--- config.mk ---
export PLATFORM = sky130hd
export DESIGN_NAME = autofire_ctrl
export DESIGN_NICKNAME = d
export VERILOG_FILES = /design/src/rtl/autofire_ctrl.sv
export SDC_FILE = /design/constraint.sdc
export NUM_CORES = 1
export LEC_CHECK = 0
export ABC_AREA = 1
export CAP_MARGIN = 20
export CORE_MARGIN = 1.5
export CORE_UTILIZATION = 45
export CTS_BUF_LIST = sky130_fd_sc_hd__clkbuf_4 sky130_fd_sc_hd__clkbuf_8
export DETAILED_ROUTE_END_ITERATION = 8
export PLACE_DENSITY = 0.68
export SLEW_MARGIN = 25
export SYNTH_ARGS = -nofsm -noshare
export SYNTH_HDL_FRONTEND = slang
export SYNTH_SLANG_ARGS = --single-unit
--- constraint.sdc ---
create_clock -name clk -period 1.8 [get_ports clk]
set_input_delay 0.18 -clock clk [delete_from_list [all_inputs] [get_ports clk]]
set_output_delay 0.18 -clock clk [all_outputs]
set_load 0.01 [all_outputs]
--- src/rtl/autofire_ctrl.sv ---
// autofire_ctrl: per-button NES autofire with a SELECT+button hotkey and one shared,
// rate-selectable fire tick; non-autofire buttons pass through with one cycle of latency.
module autofire_ctrl #(
    parameter int         FREQ        = 37_800_000,
    parameter int         RATE0       = 5,
    parameter int         RATE1       = 10,
    parameter int         RATE2       = 15,
    parameter int         RATE3       = 30,
    parameter logic [7:0] TOGGLE_MASK = 8'b0000_0011,
    parameter logic [7:0] AF_DEFAULT  = 8'b0000_0000
) (
    input  logic       clk,
    input  logic       reset,
    input  logic [7:0] btn_in,
    input  logic [1:0] rate_sel,
    output logic [7:0] btn_out,
    output logic [7:0] af_en,
    output logic       tick
);
    localparam int D0   = FREQ / RATE0 / 2;
    localparam int D1   = FREQ / RATE1 / 2;
    localparam int D2   = FREQ / RATE2 / 2;
    localparam int D3   = FREQ / RATE3 / 2;
    localparam int D01  = D0 > D1 ? D0 : D1;
    localparam int D23  = D2 > D3 ? D2 : D3;
    localparam int DMAX = D01 > D23 ? D01 : D23;
    localparam int TW   = $clog2(DMAX);
    localparam logic [TW-1:0] L0 = TW'(D0 - 1);
    localparam logic [TW-1:0] L1 = TW'(D1 - 1);
    localparam logic [TW-1:0] L2 = TW'(D2 - 1);
    localparam logic [TW-1:0] L3 = TW'(D3 - 1);
    localparam logic [7:0] NO_SEL  = 8'b1111_1011;
    localparam logic [7:0] HK_MASK = TOGGLE_MASK & NO_SEL;

    if (D0 < 2 || D1 < 2 || D2 < 2 || D3 < 2) begin : g_bad_rate
        $error("autofire_ctrl: every half period must be at least 2 clocks");
    end

    logic [TW-1:0] timer_q, timer_d, last;
    logic [1:0]    rate_q;
    logic          tick_q, tick_d, chg, wrap;
    logic [7:0]    prev_q, af_q, af_d, out_q, out_d, rise, hk, eff, fire;

    // out_q doubles as each button's phase: a held autofire button outputs its phase.
    always_comb begin
        last    = rate_q == 2'd0 ? L0 : rate_q == 2'd1 ? L1 : rate_q == 2'd2 ? L2 : L3;
        chg     = rate_sel != rate_q;
        wrap    = timer_q == last;
        timer_d = (chg || wrap) ? '0 : timer_q + 1'b1;
        tick_d  = wrap && !chg;
        rise    = btn_in & ~prev_q;
        hk      = rise & HK_MASK & {8{btn_in[2]}};
        af_d    = af_q ^ hk;
        eff     = af_q & NO_SEL;
        fire    = btn_in & eff & ~rise;
        out_d   = (btn_in & ~fire) | (fire & (tick_q ? ~out_q : out_q));
    end

    always_ff @(posedge clk) begin
        if (reset) begin
            timer_q <= '0;
            rate_q  <= rate_sel;
            tick_q  <= 1'b0;
            prev_q  <= '0;
            af_q    <= AF_DEFAULT;
            out_q   <= '0;
        end else begin
            timer_q <= timer_d;
            rate_q  <= rate_sel;
            tick_q  <= tick_d;
            prev_q  <= btn_in;
            af_q    <= af_d;
            out_q   <= out_d;
        end
    end

    assign btn_out = out_q;
    assign af_en   = af_q;
    assign tick    = tick_q;
endmodule
==> flow_metrics.py, run 1 <==
metrics = {
    "worst_hold_path": {
        "whs_path_depth": 1,
        "hp-start": "rate_sel[1]",
        "hold_class": "input port to register",
        "min_to": "rate_q[1]$_DFF_P_",
    },
    "final_layout": {
        "final_core_utilization": 0.562,
        "diodes": 0,
        "final_area_mm2": 0.00231,
        "stdcell_count": 355,
        "final_nets": 317,
        "final_cell_mix": "73 x nand2_1, 42 x nor2_1, 38 x inv_1, 37 x dfxtp_1, 22 x clkdlybuf4s50_1",
        "area_growth_pct": 16.6,
        "final_common_cell": "nand2_1",
        "drive_gt1_frac": 0.125,
    },
    "grt": {
        "grt_overflow": 0,
        "grt_max_degree": 13,
        "antenna_found_initial": 0,
        "grt_pass1_vias": 1531,
        "grt_pass1_wl_mm": 6.67,
        "grt_use_total": 0.174,
    },
    "drt": {
        "initialDrtViolationCount": 52,
        "dr.pass1.iters": 4,
        "ant_nets": 0,
        "vias_per_cell": 4.56,
        "vias": 1618,
        "drt_wl_total_mm": 3.77,
        "drcViolationCount": 0,
        "wl_per_cell_um": 10.6,
    },
    "clocking": {
        "cts_resized": 0,
        "clk_pin_slew_worst_paths_ns": 0.08,
        "htree_levels": 2,
        "clockBufferDepth": 2,
        "cts_root_buf": "clkbuf_8",
        "cts.sinks": 37,
        "clk_latency_ns": 0.29,
        "post_cts_buffers": 0,
        "cts_tree": "built",
        "cts_hold_buf": 0,
        "numCtsBuffers": 5,
    },
    "floorplan": {
        "ioPinCount": 29,
        "num_rows": 23,
        "initial_core_util": 0.483,
        "dieArea_mm2": 0.00482,
        "die_h_um": 69.4,
        "core_mm2": 0.00412,
        "die_x_um": 69.4,
    },
    "timing": {
        "tns_ns": 0,
        "clock_skew_ns": 0.00764,
        "hold_ws_ns": 0.383,
        "setup_viol": 0,
        "rsz0062_at_grt": "false",
        "fin_crit_sh": 0.905,
        "fmax_ghz": 0.614,
        "slew_violations": 0,
        "hold_viol": 0,
        "min_period_ns": 1.63,
    },
    "placement": {
        "numPortBuffers": 22,
        "dp_hpwl_mm": 2.83,
        "routabilityCongestion": 0.914,
        "dp.cells": 347,
        "post_dp_cell_area_mm2": 0.00219,
    },
    "outcome": {
        "status": "finished clean",
    },
    "critical_path": {
        "r2r_cells": 11,
        "r2r_slack_ns": 0.17,
        "arrival_ns": 1.82,
        "rr_endpoint": "timer_q[21]$_SDFF_PP0_",
        "end_kind": "register",
        "reg2reg_from": "timer_q[0]$_SDFF_PP0_",
        "path_class": "register to register",
        "cp-start-kind": "register",
        "required_ns": 1.99,
        "path_max_fanout": 11,
    },
    "power": {
        "power.density_mw_per_mm2": 753,
        "ir_drop_uv": 573,
        "p_leak_nw": 0.905,
    },
    "flow_run": {
        "maxCapViolCount": 0,
    },
    "yosys": {
        "netlist-cell-type-count": 29,
        "ys_seq_area_frac": 0.373,
        "ys_ff_latch": 37,
        "syn_area_per_cell_um2": 7.04,
        "synth_area_mm2": 0.00199,
        "yosys_warnings": 0,
        "synthCells": 282,
    },
}
[cell usage after synthesis, drive strengths merged]
| library cell | count | area share |
|---|---|---|
| dfxtp | 37 | 0.37 |
| buf | 16 | 0.070 |
| nand2 | 78 | 0.16 |
| inv | 41 | 0.083 |
| xnor2 | 4 | 0.018 |
| ha | 1 | 0.0063 |
| nor3 | 3 | 0.0076 |
| a31oi | 1 | 0.0032 |
| o211ai | 2 | 0.0076 |
| o21ai | 5 | 0.013 |
| nor3b | 2 | 0.0076 |
| conb | 1 | 0.0019 |
| nand3 | 8 | 0.023 |
| clkbuf | 1 | 0.0019 |
| a21oi | 2 | 0.0050 |
| nand3b | 2 | 0.0076 |
| nor2 | 58 | 0.13 |
| nand4 | 5 | 0.016 |
| xor2 | 15 | 0.066 |
[metrics by stage]
stage / worst slack (ns) / power [mW]
floorplan: 0.371 / 0.969
global placement: 0.206 / 1.01
detailed placement: 0.179 / 1.01
CTS: 0.160 / 1.76
global route: 0.0189 / 1.81
finish: 0.170 / 1.74
[power by group]
group | switching (mW) | internal [mW] | leakage [nW]
Clock | 0.299 | 0.450 | 0.0574
Sequential | 0.0161 | 0.838 | 0.302
Combinational | 0.0676 | 0.0731 | 0.546
[logic make-up after synthesis]
family / count (synthesis) / synth area share
AO/OA/AOI/OAI: 10 / 0.0284
XOR/XNOR: 19 / 0.0838
flip-flops: 37 / 0.373
adder cells (fa/ha/maj): 1 / 0.00630
buffers and inverters: 58 / 0.154
other: 1 / 0.00189
AND/OR/NAND/NOR: 156 / 0.352
[flip-flops by register name, summed over array words and instances (netlist names)]
| name | cells |
|---|---|
| af_en | 2 |
| btn_out | 2 |
| prev_q | 8 |
| rate_q | 2 |
| tick | 1 |
| timer_q | 22 |
[area by class of cell]
class	instances	area, µm²
fill	417	1800
multi-input combinational	192	957
sequential	37	741
timing repair buffer	27	270
inverter	41	164
clock buffer	6	82.6
tap	50	62.6
clock inverter	2	37.5
[routing by layer]
metal  GRT usage  up-vias  share of wire  wire length, µm
li1            -      869              -                -
met5           0        -              0                0
met4      0.0588        0          0.015               55
met1       0.210      703           0.48             1810
met3      0.0436        5          0.045              168
met2       0.299       41           0.46             1740
[worst max-delay path: stages (launching register included)]
cell and delay, ns:
dfxtp_1 0.36, ha_1 0.21, nand3_2 0.13, inv_1 0.10, nand2_1 0.05, nor2_1 0.11
nand2_1 0.06, nor2_1 0.08, nand2_1 0.08, nand2_2 0.09, buf_4 0.19, nor2_1 0.06
[worst max path at each step]
stage / start / to / slack, ns / cells past startpoint
2_1_floorplan: timer_q[0]$_SDFF_PP0_ / timer_q[15]$_SDFF_PP0_ / 0.37 / 11
3_3_place_gp: timer_q[0]$_SDFF_PP0_ / timer_q[5]$_SDFF_PP0_ / 0.21 / 11
4_1_cts: rate_q[0]$_DFF_P_ / timer_q[21]$_SDFF_PP0_ / 0.16 / 10
5_1_grt: rate_q[0]$_DFF_P_ / timer_q[21]$_SDFF_PP0_ / 0.02 / 12
3_5_place_dp: timer_q[0]$_SDFF_PP0_ / timer_q[21]$_SDFF_PP0_ / 0.18 / 11
6_report: timer_q[0]$_SDFF_PP0_ / timer_q[21]$_SDFF_PP0_ / 0.17 / 11
No activity file was read; power rests on OpenSTA's default activity.
==> inputs of run 2 (changes only) <==
--- a/config.mk
+++ b/config.mk
@@ -7,7 +7,7 @@
 export LEC_CHECK = 0
 export ABC_AREA = 1
 export CAP_MARGIN = 20
-export CORE_MARGIN = 1.5
+export CORE_MARGIN = 2
 export CORE_UTILIZATION = 45
 export CTS_BUF_LIST = sky130_fd_sc_hd__clkbuf_4 sky130_fd_sc_hd__clkbuf_8
 export DETAILED_ROUTE_END_ITERATION = 8
==> run 2 against run 1 <==
Clock-buffer cell count unchanged. Die area up 2.9%. Wire length down 0.98%. Final cell count unchanged. Utilization down 3.1 points. First-iteration DRC count up 35%. Clock skew down 0.0037 ns. Critical path depth down 1. Register-to-register slack about the same. Critical path type unchanged. Critical endpoint is now timer_q[20]$_SDFF_PP0_.
==> flow_metrics.py, run 2 (same netlist as run 1, synthesis figures left out) <==
metrics = {
    "power": {
        "power_mw": 1.56,
        "p_leak_nw": 0.892,
        "ir_drop_uv": 295,
        "power.density_mw_per_mm2": 685,
    },
    "clocking": {
        "htree_levels": 2,
        "post_cts_buffers": 0,
        "cts.sinks": 37,
        "numCtsBuffers": 5,
        "clk_pin_slew_worst_paths_ns": 0.07,
        "cts_hold_buf": 0,
        "cts_root_buf": "clkbuf_8",
        "clk_latency_ns": 0.29,
        "cts_tree": "built",
        "cts_resized": 0,
        "clockBufferDepth": 2,
    },
    "critical_path": {
        "path_class": "register to register",
        "slowest_delay_ns": 0.60,
        "crit_slowest_cell": "dfxtp_1",
        "arrival_ns": 1.80,
        "cp-start-kind": "register",
        "required_ns": 1.98,
        "crit_path_frequent_cell": "nand2_1",
        "end_kind": "register",
        "path_max_fanout": 10,
        "crit_chain": "nand2_2, nand2_1, nand2_1, nor2_1, nand2_1, nor2_1, nand2_1, nand2_2, buf_12, nor2_1",
    },
    "drt": {
        "initialDrtViolationCount": 70,
        "wl_per_cell_um": 10.5,
        "dr.pass1.iters": 4,
        "ant_nets": 0,
        "drcViolationCount": 0,
        "drt_wl_total_mm": 3.73,
        "vias": 1612,
        "vias_per_cell": 4.54,
    },
    "timing": {
        "final.setup.worst_slack_ns": 0.185,
        "slew_violations": 0,
        "fin_crit_sh": 0.897,
        "tns_ns": 0,
        "min_period_ns": 1.62,
        "clock_skew_ns": 0.00398,
        "rsz0062_at_grt": "false",
        "hold_viol": 0,
        "setup_viol": 0,
        "fmax_ghz": 0.619,
        "hold_ws_ns": 0.383,
    },
    "outcome": {
        "status": "finished clean",
    },
    "floorplan": {
        "ioPinCount": 29,
        "num_rows": 24,
        "core_mm2": 0.00429,
        "dieArea_mm2": 0.00496,
        "die_x_um": 70.4,
        "initial_core_util": 0.462,
        "die_h_um": 70.4,
    },
    "final_layout": {
        "largest_reg_flops": 22,
        "fillCellCount": 434,
        "drive_gt1_frac": 0.119,
        "final_cell_mix": "73 x nand2_1, 42 x nor2_1, 38 x inv_1, 37 x dfxtp_1, 22 x clkdlybuf4s50_1",
        "multi_input_area_um2": 957,
        "top_register": "timer_q",
        "diodes": 0,
        "area_growth_pct": 14.9,
        "stdcell_count": 355,
        "final_area_mm2": 0.00228,
        "reg.largest.list": "timer_q x22, prev_q x8",
        "final_core_utilization": 0.531,
        "regArea_um2": 741,
        "final_common_cell": "nand2_1",
        "final_nets": 315,
    },
    "placement": {
        "dp_slack_ns": 0.217,
        "numPortBuffers": 22,
        "dp_hpwl_mm": 2.83,
        "post_dp_cell_area_mm2": 0.00219,
        "dp.cells": 347,
        "routabilityCongestion": 0.877,
    },
    "grt": {
        "grt_use_total": 0.171,
        "grt_pass1_vias": 1557,
        "grt_overflow": 0,
        "antenna_found_initial": 0,
        "grt_pass1_wl_mm": 6.76,
        "grt_max_degree": 13,
    },
    "flow_run": {
        "maxCapViolCount": 0,
    },
    "worst_hold_path": {
        "hold_class": "input port to register",
    },
}
[run 2: changes by cell type in the layout (fill, tap and decap cells not counted)]
cell and delta:
buf_4 -3, bufinv_16 -1, clkbuf_8 -1, clkinvlp_4 -1, clkinv_2 +2, clkbuf_4 +1
buf_12 +1
[run 2: area by class of cell]
type                    instances  share of cell area
repair buffers                 25               0.117
clock inverters                 2             0.00439
flip-flops and latches         37               0.325
multi-input cells             192               0.420
inverters                      41              0.0719
well taps                      52              0.0285
clock buffers                   6              0.0335
[run 2: path summary, 6_finish.rpt]
path	startpoint	end	slack (ns)	depth (start not counted)
worst max-delay path	rate_q[1]$_DFF_P_	timer_q[20]$_SDFF_PP0_	0.18	10
worst max register to register	rate_q[1]$_DFF_P_	timer_q[20]$_SDFF_PP0_	0.18	10
worst min register to register	timer_q[0]$_SDFF_PP0_	timer_q[0]$_SDFF_PP0_	0.45	1
worst min-delay path	rate_sel[0]	rate_q[0]$_DFF_P_	0.38	1
[run 2: worst max-delay path, delay by kind of cell, from the launching register on]
family / cells / cell delay [ns]
buffers and inverters: 1 / 0.15
DFF: 1 / 0.60
and+or+nand+nor: 9 / 0.76
[run 2: routing by layer]
layer / share of wire / track usage / vias to the layer above
met4: 0.020 / 0.0769 / 0
li1: - / - / 867
met2: 0.47 / 0.292 / 35
met3: 0.048 / 0.0404 / 6
met5: 0 / 0 / -
met1: 0.46 / 0.203 / 704
[run 2: report_power, final]
| part | switching, mW | leakage [nW] | internal [mW] |
|---|---|---|---|
| Sequential | 0.0167 | 0.302 | 0.838 |
| Combinational | 0.0674 | 0.542 | 0.0740 |
| Clock | 0.283 | 0.0484 | 0.283 |
